File: src/rtl/rpn_stack_ctrl_pkg.sv
// ==== calc_pkg : shared types for the RPN calculator controller ====
// ==== rev 1.0 ====
`default_nettype none

package calc_pkg;
  typedef enum logic [1:0] {IDLE, FETCH, EXEC, WRITE} state_t;
  typedef enum logic [1:0] {
    ERR_NONE = 2'b00,
    ERR_OVF  = 2'b01,
    ERR_UNF  = 2'b10,
    ERR_INV  = 2'b11
  } err_t;
  parameter int ALU_OP_W = 2;
endpackage

`default_nettype wire

File: src/rtl/rpn_stack_ctrl_if.sv
// ==== rpn_stack_ctrl_if : button/switch, ALU and display signals of the RPN controller ====
// ==== rev 1.0 ====
`default_nettype none

interface rpn_stack_ctrl_if #(
  parameter int BITS  = 16,
  parameter int DEPTH = 4
);
  localparam int DW = $clog2(DEPTH + 1);

  logic [BITS-1:0]              SW;
  logic                         push;
  logic                         drop;
  logic                         exec;
  logic [calc_pkg::ALU_OP_W-1:0] op_sel;
  logic [BITS-1:0]              alu_res;
  logic                         alu_invalid;
  logic [BITS-1:0]              alu_a;
  logic [BITS-1:0]              alu_b;
  logic [calc_pkg::ALU_OP_W-1:0] alu_op;
  logic [BITS-1:0]              top;
  logic [DW-1:0]                depth;
  logic                         busy;
  logic [1:0]                   err;

  modport master (
    output SW, push, drop, exec, op_sel, alu_res, alu_invalid,
    input  alu_a, alu_b, alu_op, top, depth, busy, err
  );

  modport slave (
    input  SW, push, drop, exec, op_sel, alu_res, alu_invalid,
    output alu_a, alu_b, alu_op, top, depth, busy, err
  );
endinterface

`default_nettype wire

File: src/rtl/rpn_stack_ctrl_operand_stack.sv
// ==== operand_stack : register-array stack with push, pop and pop-two-write-one ====
// ==== rev 1.0 ====
`default_nettype none

module operand_stack #(
  parameter int BITS  = 16,
  parameter int DEPTH = 4,
  parameter int DW    = $clog2(DEPTH + 1)
) (
  input  logic            clk_i,
  input  logic            rst_ni,
  input  logic            push_i,
  input  logic            pop_i,
  input  logic            replace2_i,
  input  logic [BITS-1:0] wr_data_i,
  output logic [BITS-1:0] rd_top_o,
  output logic [BITS-1:0] rd_second_o,
  output logic [DW-1:0]   depth_o,
  output logic            full_o,
  output logic            empty_o
);
  localparam int AW = (DEPTH > 1) ? $clog2(DEPTH) : 1;

  logic [BITS-1:0] mem_q [DEPTH];
  logic [DW-1:0]   depth_q, depth_d;
  logic [AW-1:0]   top_idx, sec_idx, push_idx, wr_idx;
  logic            wr_en;

  assign top_idx  = AW'(depth_q - DW'(1));
  assign sec_idx  = AW'(depth_q - DW'(2));
  assign push_idx = AW'(depth_q);

  assign full_o      = (depth_q == DW'(DEPTH));
  assign empty_o     = (depth_q == '0);
  assign depth_o     = depth_q;
  // Slots above depth are stale, so they are masked rather than shown.
  assign rd_top_o    = empty_o ? '0 : mem_q[top_idx];
  assign rd_second_o = (depth_q >= DW'(2)) ? mem_q[sec_idx] : '0;

  always_comb begin
    depth_d = depth_q;
    wr_en   = 1'b0;
    wr_idx  = push_idx;
    if (push_i && !full_o) begin
      wr_en   = 1'b1;
      depth_d = depth_q + DW'(1);
    end else if (pop_i && !empty_o) begin
      depth_d = depth_q - DW'(1);
    end else if (replace2_i && (depth_q >= DW'(2))) begin
      wr_en   = 1'b1;
      wr_idx  = sec_idx;
      depth_d = depth_q - DW'(1);
    end
  end

  always_ff @(posedge clk_i) begin
    if (!rst_ni) begin
      for (int i = 0; i < DEPTH; i++) mem_q[i] <= '0;
      depth_q <= '0;
    end else begin
      depth_q <= depth_d;
      if (wr_en) mem_q[wr_idx] <= wr_data_i;
    end
  end
endmodule

`default_nettype wire

File: src/rtl/rpn_stack_ctrl.sv
// ==== rpn_stack_ctrl : RPN sequencer sharing one combinational ALU via an operand stack ====
// ==== rev 1.0 ====
`default_nettype none

module rpn_stack_ctrl
  import calc_pkg::*;
#(
  parameter int BITS  = 16,
  parameter int DEPTH = 4
) (
  input  logic           CLK100MHZ,
  input  logic           CPU_RESETN,
  rpn_stack_ctrl_if.slave bus
);
  localparam int DW = $clog2(DEPTH + 1);

  state_t              state_q, state_d;
  err_t                err_q, err_d;
  logic [ALU_OP_W-1:0] op_q, op_d;
  logic [ALU_OP_W-1:0] alu_op_q, alu_op_d;
  logic [BITS-1:0]     alu_a_q, alu_a_d, alu_b_q, alu_b_d;
  logic [BITS-1:0]     res_q, res_d;
  logic                inv_q, inv_d;
  logic                stk_push, stk_pop, stk_rep;
  logic [BITS-1:0]     stk_top, stk_second;
  logic [DW-1:0]       stk_depth;
  logic                stk_full, stk_empty;

  operand_stack #(.BITS(BITS), .DEPTH(DEPTH), .DW(DW)) u_stack (
    .clk_i      (CLK100MHZ),
    .rst_ni     (CPU_RESETN),
    .push_i     (stk_push),
    .pop_i      (stk_pop),
    .replace2_i (stk_rep),
    .wr_data_i  (stk_rep ? res_q : bus.SW),
    .rd_top_o   (stk_top),
    .rd_second_o(stk_second),
    .depth_o    (stk_depth),
    .full_o     (stk_full),
    .empty_o    (stk_empty)
  );

  always_comb begin
    state_d  = state_q;
    err_d    = err_q;
    op_d     = op_q;
    alu_a_d  = alu_a_q;
    alu_b_d  = alu_b_q;
    alu_op_d = alu_op_q;
    res_d    = res_q;
    inv_d    = inv_q;
    stk_push = 1'b0;
    stk_pop  = 1'b0;
    stk_rep  = 1'b0;
    unique case (state_q)
      IDLE: begin
        // exec outranks drop, which outranks push
        if (bus.exec) begin
          if (stk_depth < DW'(2)) begin
            err_d = ERR_UNF;
          end else begin
            err_d   = ERR_NONE;
            op_d    = bus.op_sel;
            state_d = FETCH;
          end
        end else if (bus.drop) begin
          err_d   = stk_empty ? ERR_UNF : ERR_NONE;
          stk_pop = !stk_empty;
        end else if (bus.push) begin
          err_d    = stk_full ? ERR_OVF : ERR_NONE;
          stk_push = !stk_full;
        end
      end
      FETCH: begin
        alu_a_d  = stk_second;
        alu_b_d  = stk_top;
        alu_op_d = op_q;
        state_d  = EXEC;
      end
      EXEC: begin
        res_d   = bus.alu_res;
        inv_d   = bus.alu_invalid;
        state_d = WRITE;
      end
      WRITE: begin
        if (inv_q) err_d = ERR_INV;
        else       stk_rep = 1'b1;
        state_d = IDLE;
      end
      default: state_d = IDLE;
    endcase
  end

  always_ff @(posedge CLK100MHZ) begin
    if (!CPU_RESETN) begin
      state_q  <= IDLE;
      err_q    <= ERR_NONE;
      op_q     <= '0;
      alu_a_q  <= '0;
      alu_b_q  <= '0;
      alu_op_q <= '0;
      res_q    <= '0;
      inv_q    <= 1'b0;
    end else begin
      state_q  <= state_d;
      err_q    <= err_d;
      op_q     <= op_d;
      alu_a_q  <= alu_a_d;
      alu_b_q  <= alu_b_d;
      alu_op_q <= alu_op_d;
      res_q    <= res_d;
      inv_q    <= inv_d;
    end
  end

  assign bus.alu_a  = alu_a_q;
  assign bus.alu_b  = alu_b_q;
  assign bus.alu_op = alu_op_q;
  assign bus.top    = stk_top;
  assign bus.depth  = stk_depth;
  assign bus.busy   = (state_q != IDLE);
  assign bus.err    = err_q;
endmodule

`default_nettype wire

File: src/flat_wrapper.sv
// flat-port wrapper written by rule: the top's interface ports become plain ports
module rpn_stack_ctrl_flat import calc_pkg::*;
#(
  parameter int BITS  = 16,
  parameter int DEPTH = 4
)
  (CLK100MHZ, CPU_RESETN, bus_SW, bus_push, bus_drop, bus_exec, bus_op_sel, bus_alu_res, bus_alu_invalid, bus_alu_a, bus_alu_b, bus_alu_op, bus_top, bus_depth, bus_busy, bus_err);
  rpn_stack_ctrl_if #(.BITS(BITS), .DEPTH(DEPTH)) bus_i ();
  input  logic CLK100MHZ;
  input  logic CPU_RESETN;
  input wire logic [$bits(bus_i.SW)-1:0] bus_SW;
  input wire logic [$bits(bus_i.push)-1:0] bus_push;
  input wire logic [$bits(bus_i.drop)-1:0] bus_drop;
  input wire logic [$bits(bus_i.exec)-1:0] bus_exec;
  input wire logic [$bits(bus_i.op_sel)-1:0] bus_op_sel;
  input wire logic [$bits(bus_i.alu_res)-1:0] bus_alu_res;
  input wire logic [$bits(bus_i.alu_invalid)-1:0] bus_alu_invalid;
  output wire logic [$bits(bus_i.alu_a)-1:0] bus_alu_a;
  output wire logic [$bits(bus_i.alu_b)-1:0] bus_alu_b;
  output wire logic [$bits(bus_i.alu_op)-1:0] bus_alu_op;
  output wire logic [$bits(bus_i.top)-1:0] bus_top;
  output wire logic [$bits(bus_i.depth)-1:0] bus_depth;
  output wire logic [$bits(bus_i.busy)-1:0] bus_busy;
  output wire logic [$bits(bus_i.err)-1:0] bus_err;
  assign bus_i.SW = bus_SW;
  assign bus_i.push = bus_push;
  assign bus_i.drop = bus_drop;
  assign bus_i.exec = bus_exec;
  assign bus_i.op_sel = bus_op_sel;
  assign bus_i.alu_res = bus_alu_res;
  assign bus_i.alu_invalid = bus_alu_invalid;
  assign bus_alu_a = bus_i.alu_a;
  assign bus_alu_b = bus_i.alu_b;
  assign bus_alu_op = bus_i.alu_op;
  assign bus_top = bus_i.top;
  assign bus_depth = bus_i.depth;
  assign bus_busy = bus_i.busy;
  assign bus_err = bus_i.err;
  rpn_stack_ctrl #(.BITS(BITS), .DEPTH(DEPTH)) u_core (.CLK100MHZ(CLK100MHZ), .CPU_RESETN(CPU_RESETN), .bus(bus_i));
endmodule
File: config.mk
export PLATFORM = sky130hd
export DESIGN_NAME = rpn_stack_ctrl_flat
export DESIGN_NICKNAME = d
export VERILOG_FILES = /design/src/rtl/rpn_stack_ctrl_pkg.sv /design/src/rtl/rpn_stack_ctrl_if.sv /design/src/rtl/rpn_stack_ctrl_operand_stack.sv /design/src/rtl/rpn_stack_ctrl.sv /design/src/flat_wrapper.sv
export SDC_FILE = /design/constraint.sdc
export NUM_CORES = 1
export LEC_CHECK = 0
export CAP_MARGIN = 5
export CORE_UTILIZATION = 35
export CTS_BUF_LIST = sky130_fd_sc_hd__clkbuf_8
export DETAILED_ROUTE_END_ITERATION = 8
export DONT_BUFFER_PORTS = 1
export GPL_ROUTABILITY_DRIVEN = 0
export PLACE_DENSITY = 0.47
export SETUP_SLACK_MARGIN = 0.2
export SYNTH_ARGS = -nofsm -noshare
export SYNTH_HDL_FRONTEND = slang
export SYNTH_SLANG_ARGS = --single-unit
File: constraint.sdc
create_clock -name CLK100MHZ -period 5.5 [get_ports CLK100MHZ]
set_clock_uncertainty 0.2 [all_clocks]
set_input_delay 0.825 -clock CLK100MHZ [delete_from_list [all_inputs] [get_ports CLK100MHZ]]
set_output_delay 0.825 -clock CLK100MHZ [all_outputs]
set_load 0.005 [all_outputs]
==> results.md <==
- The run finished with clean final reports.
- TritonCTS built the clock tree.
- The global-route usage over all layers is 0.164.
- The endpoint type of the worst setup path is a primary output.
- The cts-stage hold buffer count is 0.
- The region available for standard cell placement spans roughly 16000 um2.
- When the netlist entered floorplanning its net count stood at 534.
- The die footprint is 17200 um2.
- For this block, the via count after detailed routing is 3598.
- The number of levels the H-tree was split into is 4.
- For this run, the number of Yosys warnings is 0.
- The signed area change from the synthesized netlist to the final layout is 10.7%.
- The first-pass detailed-route iteration total is 4.
- The mapped netlist covers 5840 um2.
- The worst register-to-register path begins at u_core.u_stack.depth_o[1].
- Of all nets on the critical path, the largest fanout is 26.
- The worst endpoint required time is 4.47 ns.
- The floorplan has 46 rows.
- After synthesis, the mean cell area works out to 12.0 um2.
- The maximum number of pins on one net before global-route repair is 59.
- The final period demand of the worst path is roughly 3.8 ns.
- The root buffer cell chosen for the clock tree is clkbuf_8.
- VDD sags by at most 0.000177 V.
- Data on the critical path arrives at its endpoint at 2.79 ns.
- The total grt overflow is 0.
- The total count of max-transition violations in the final report is 0.
- The number of DRC violations after detailed-routing iteration 0 is 267.
- In this run the post-CTS setup repair buffer count came out at 0.
- For this design the static power due to leakage is 2.34 nW.
- The initial antenna violation count is 0.
- The worst max-slew margin expressed relative to the limit is 0.305.
- The die boundary height is around 130 um.
- The filler cells instantiated in the layout total 1541.
- The worst setup path is of the reg -> out kind.
- After synthesis the netlist holds a flip-flop and latch count of approximately 120.
- The number of different library cells used by synthesis comes to 40.
- The first global-routing pass estimated 21000 um of wire.
- Power spread over the standard cell area amounts to 379 nW/um2.
- The tightest min-delay check is of the reg -> reg type.
- Timing would allow up to ~260 MHz.
- Once detail routing completed, the nets flagged for antenna violations numbered 0.
- After routing, the total negative slack on setup checks comes to 0 ns.
- The number of vias per cell after detailed routing is approximately 5.1.
- The initial cell density of the core is 0.364.
- The part of the cycle the worst path needs is 0.693.
- Hold is met by between 0.2 and 0.3 ns.
- The count of buffers inserted at the top-level ports is 0.
- The number of endpoints with negative hold slack in the final report is 0.
- The number of clock buffers inserted by TritonCTS is 17.
- After clock tree synthesis, the clock-pin slew on the worst setup and hold paths is 0.07 ns.
- After detailed routing, the number of remaining DRC violations is 0.
- The top cell type's share of synthesized area is 0.329.
- Summing internal, switching and leakage power gives 2.45 mW.
- Tracing the worst setup path back leads to its startpoint at u_core.u_stack.depth_o[1].
- The later pin in the worst-skew pair is clocked with a latency of 0.44 ns.
- Detailed placement ended at an HPWL of between 9000 and 10000 um.
- The startpoint identified for the worst hold timing path is u_core.bus.alu_a[13].
- The number of global-route vias before repair is 3678.
- The sequential cell area in the final layout is roughly 3100 um2.
- The cell count after synthesis is around 490.
- Setup repair after global routing left no endpoint under its margin.
- In the final design database the tool counted between 500 and 600 nets.
- Of all cell types, the one taking the most synthesized area is edfxtp_1.
- By area the synthesized netlist is led by edfxtp_1 (33%), dfxtp_1 (21%), mux4_2 (12%).
- Setup violations remaining at the end of the flow were counted as 0.
- The share of final-layout standard cells stronger than drive strength 1 is 0.164.
- For the pin with the worst max-slew slack, the measured transition is between 1 and 1.5 ns.
- STA classifies the critical path startpoint as a flop.
- Counting every sink on the clock net gives 124.
- Across the run, the number of max-cap violations was 0.
- The die is 131 um wide.
- The routed design has 13400 um of wire.
- The area occupied by multi-input gates is 2560 um2.
- The I/O pin count is 96.
- The part of the Yosys area used for sequential elements is 0.535.
- No sink is reached through more buffers than the 2 on the longest clock path.
- After detailed routing, the average wire length per cell comes to about 19 um.
- The total of cells resized after clock tree synthesis is 0.
==> flip-flops by register name, indices dropped and copies added, names as in the netlist <==
signal	flops
u_core.op_q	2
u_core.u_stack.depth_o	3
u_core.u_stack.mem_q	64
u_core.bus.alu_a	16
u_core.inv_q	1
u_core.bus.alu_op	2
u_core.state_q	2
u_core.bus.alu_b	16
u_core.bus.err	2
u_core.res_q	16
==> logic make-up after synthesis <==
| logic type | synth area share |
|---|---|
| DFF | 0.535 |
| buffers and inverters | 0.0287 |
| AOI/OAI and AO/OA | 0.0499 |
| muxes | 0.214 |
| adders and majority gates | 0.0193 |
| and+or+nand+nor | 0.153 |
==> worst max-delay path, stage by stage, from the launching register on <==
cell and delay, ns:
dfxtp_1 0.31, buf_4 0.34, inv_1 0.21, ha_1 0.33, buf_4 0.36, mux4_2 0.58
and2_1 0.21
==> through the flow <==
stage               worst slack, ns  area [um2]  cells   util
floorplan                     0.809        5840    485      -
global placement               2.05        6040    679  0.376
detailed placement             2.00        6040    679  0.376
CTS                            1.64        6460    710  0.402
global route                   1.56        6460    710  0.402
finish                         1.69        6460    711  0.403
==> final cells by class <==
cell class	count	share of cell area
Tap cell	216	0.0418
Inverter	6	0.00348
Timing Repair Buffer	9	0.0105
Clock inverter	12	0.0242
Antenna cell	1	0.000387
Clock buffer	19	0.0405
Multi-Input combinational cell	324	0.396
Sequential cell	124	0.483
==> synth_stat cells <==
master       n
o211a_1      1
a211oi_1     2
and3b_1      1
inv_1        6
mux4_2      32
or3b_2       1
a211o_1      1
a31oi_4      1
and3_1       1
buf_1        5
mux2i_1     53
a211oi_4     1
nand2_1     13
buf_2       11
nand4_1      2
o221a_2      2
or3_1        2
edfxtp_1    64
nand2_2      1
a21oi_1     22
nand3_1      3
and2_1      17
nor4_1       2
a2bb2oi_2    1
or2_2        1
nor2_1     104
nand3b_1     2
nand2b_1    35
dfxtp_1     60
buf_4        4
a21oi_2      1
a2bb2oi_1    1
a311oi_1     1
o21ai_0      2
a31oi_1      1
clkbuf_1    11
ha_1         9
o21ai_2      1
nor3_1       5
o311ai_0     2
==> placed cells by master (no fill, tap or decap), types with 2 or more instances in the layout <==
master     count
nor2_1       104
or3_1          2
clkinv_2       2
nand2_1       13
nand4_1        2
bufinv_16      4
ha_1           8
nor4_1         2
and2_1        17
mux4_2        32
dfxtp_1       59
nand2b_1      35
nand3b_1       2
nor3_1         5
a211oi_1       2
nand3_1        3
o21ai_0        2
edfxtp_1      64
mux2i_1       53
buf_4          9
a21oi_1       22
o221a_2        2
inv_1          9
clkbuf_8      19
==> layer usage <==
| layer | wire length [um] | up-vias | GRT usage |
|---|---|---|---|
| met4 | 244 | 0 | 0.0706 |
| met3 | 1100 | 15 | 0.0540 |
| li1 | - | 1728 | - |
| met5 | 0 | - | 0 |
| met1 | 6340 | 1733 | 0.221 |
| met2 | 5750 | 122 | 0.238 |
==> worst paths after layout <==
| path | to | slack, ns | depth (start not counted) |
|---|---|---|---|
| setup reg to reg | u_core.u_stack.mem_q[3][8] | 2.05 | 7 |
| hold / removal | u_core.bus.alu_a[13] | 0.29 | 2 |
| hold reg to reg | u_core.bus.alu_a[13] | 0.29 | 2 |
| setup / recovery | bus_top[6] | 1.69 | 6 |
==> where the power goes <==
group / leakage (nW) / switching (mW) / total, mW / internal, mW
registers: 1.15 / 0.0369 / 1.07 / 1.03
logic: 0.969 / 0.298 / 0.534 / 0.236
clock network: 0.224 / 0.343 / 0.848 / 0.505
Power figures use the tool's default switching activity.
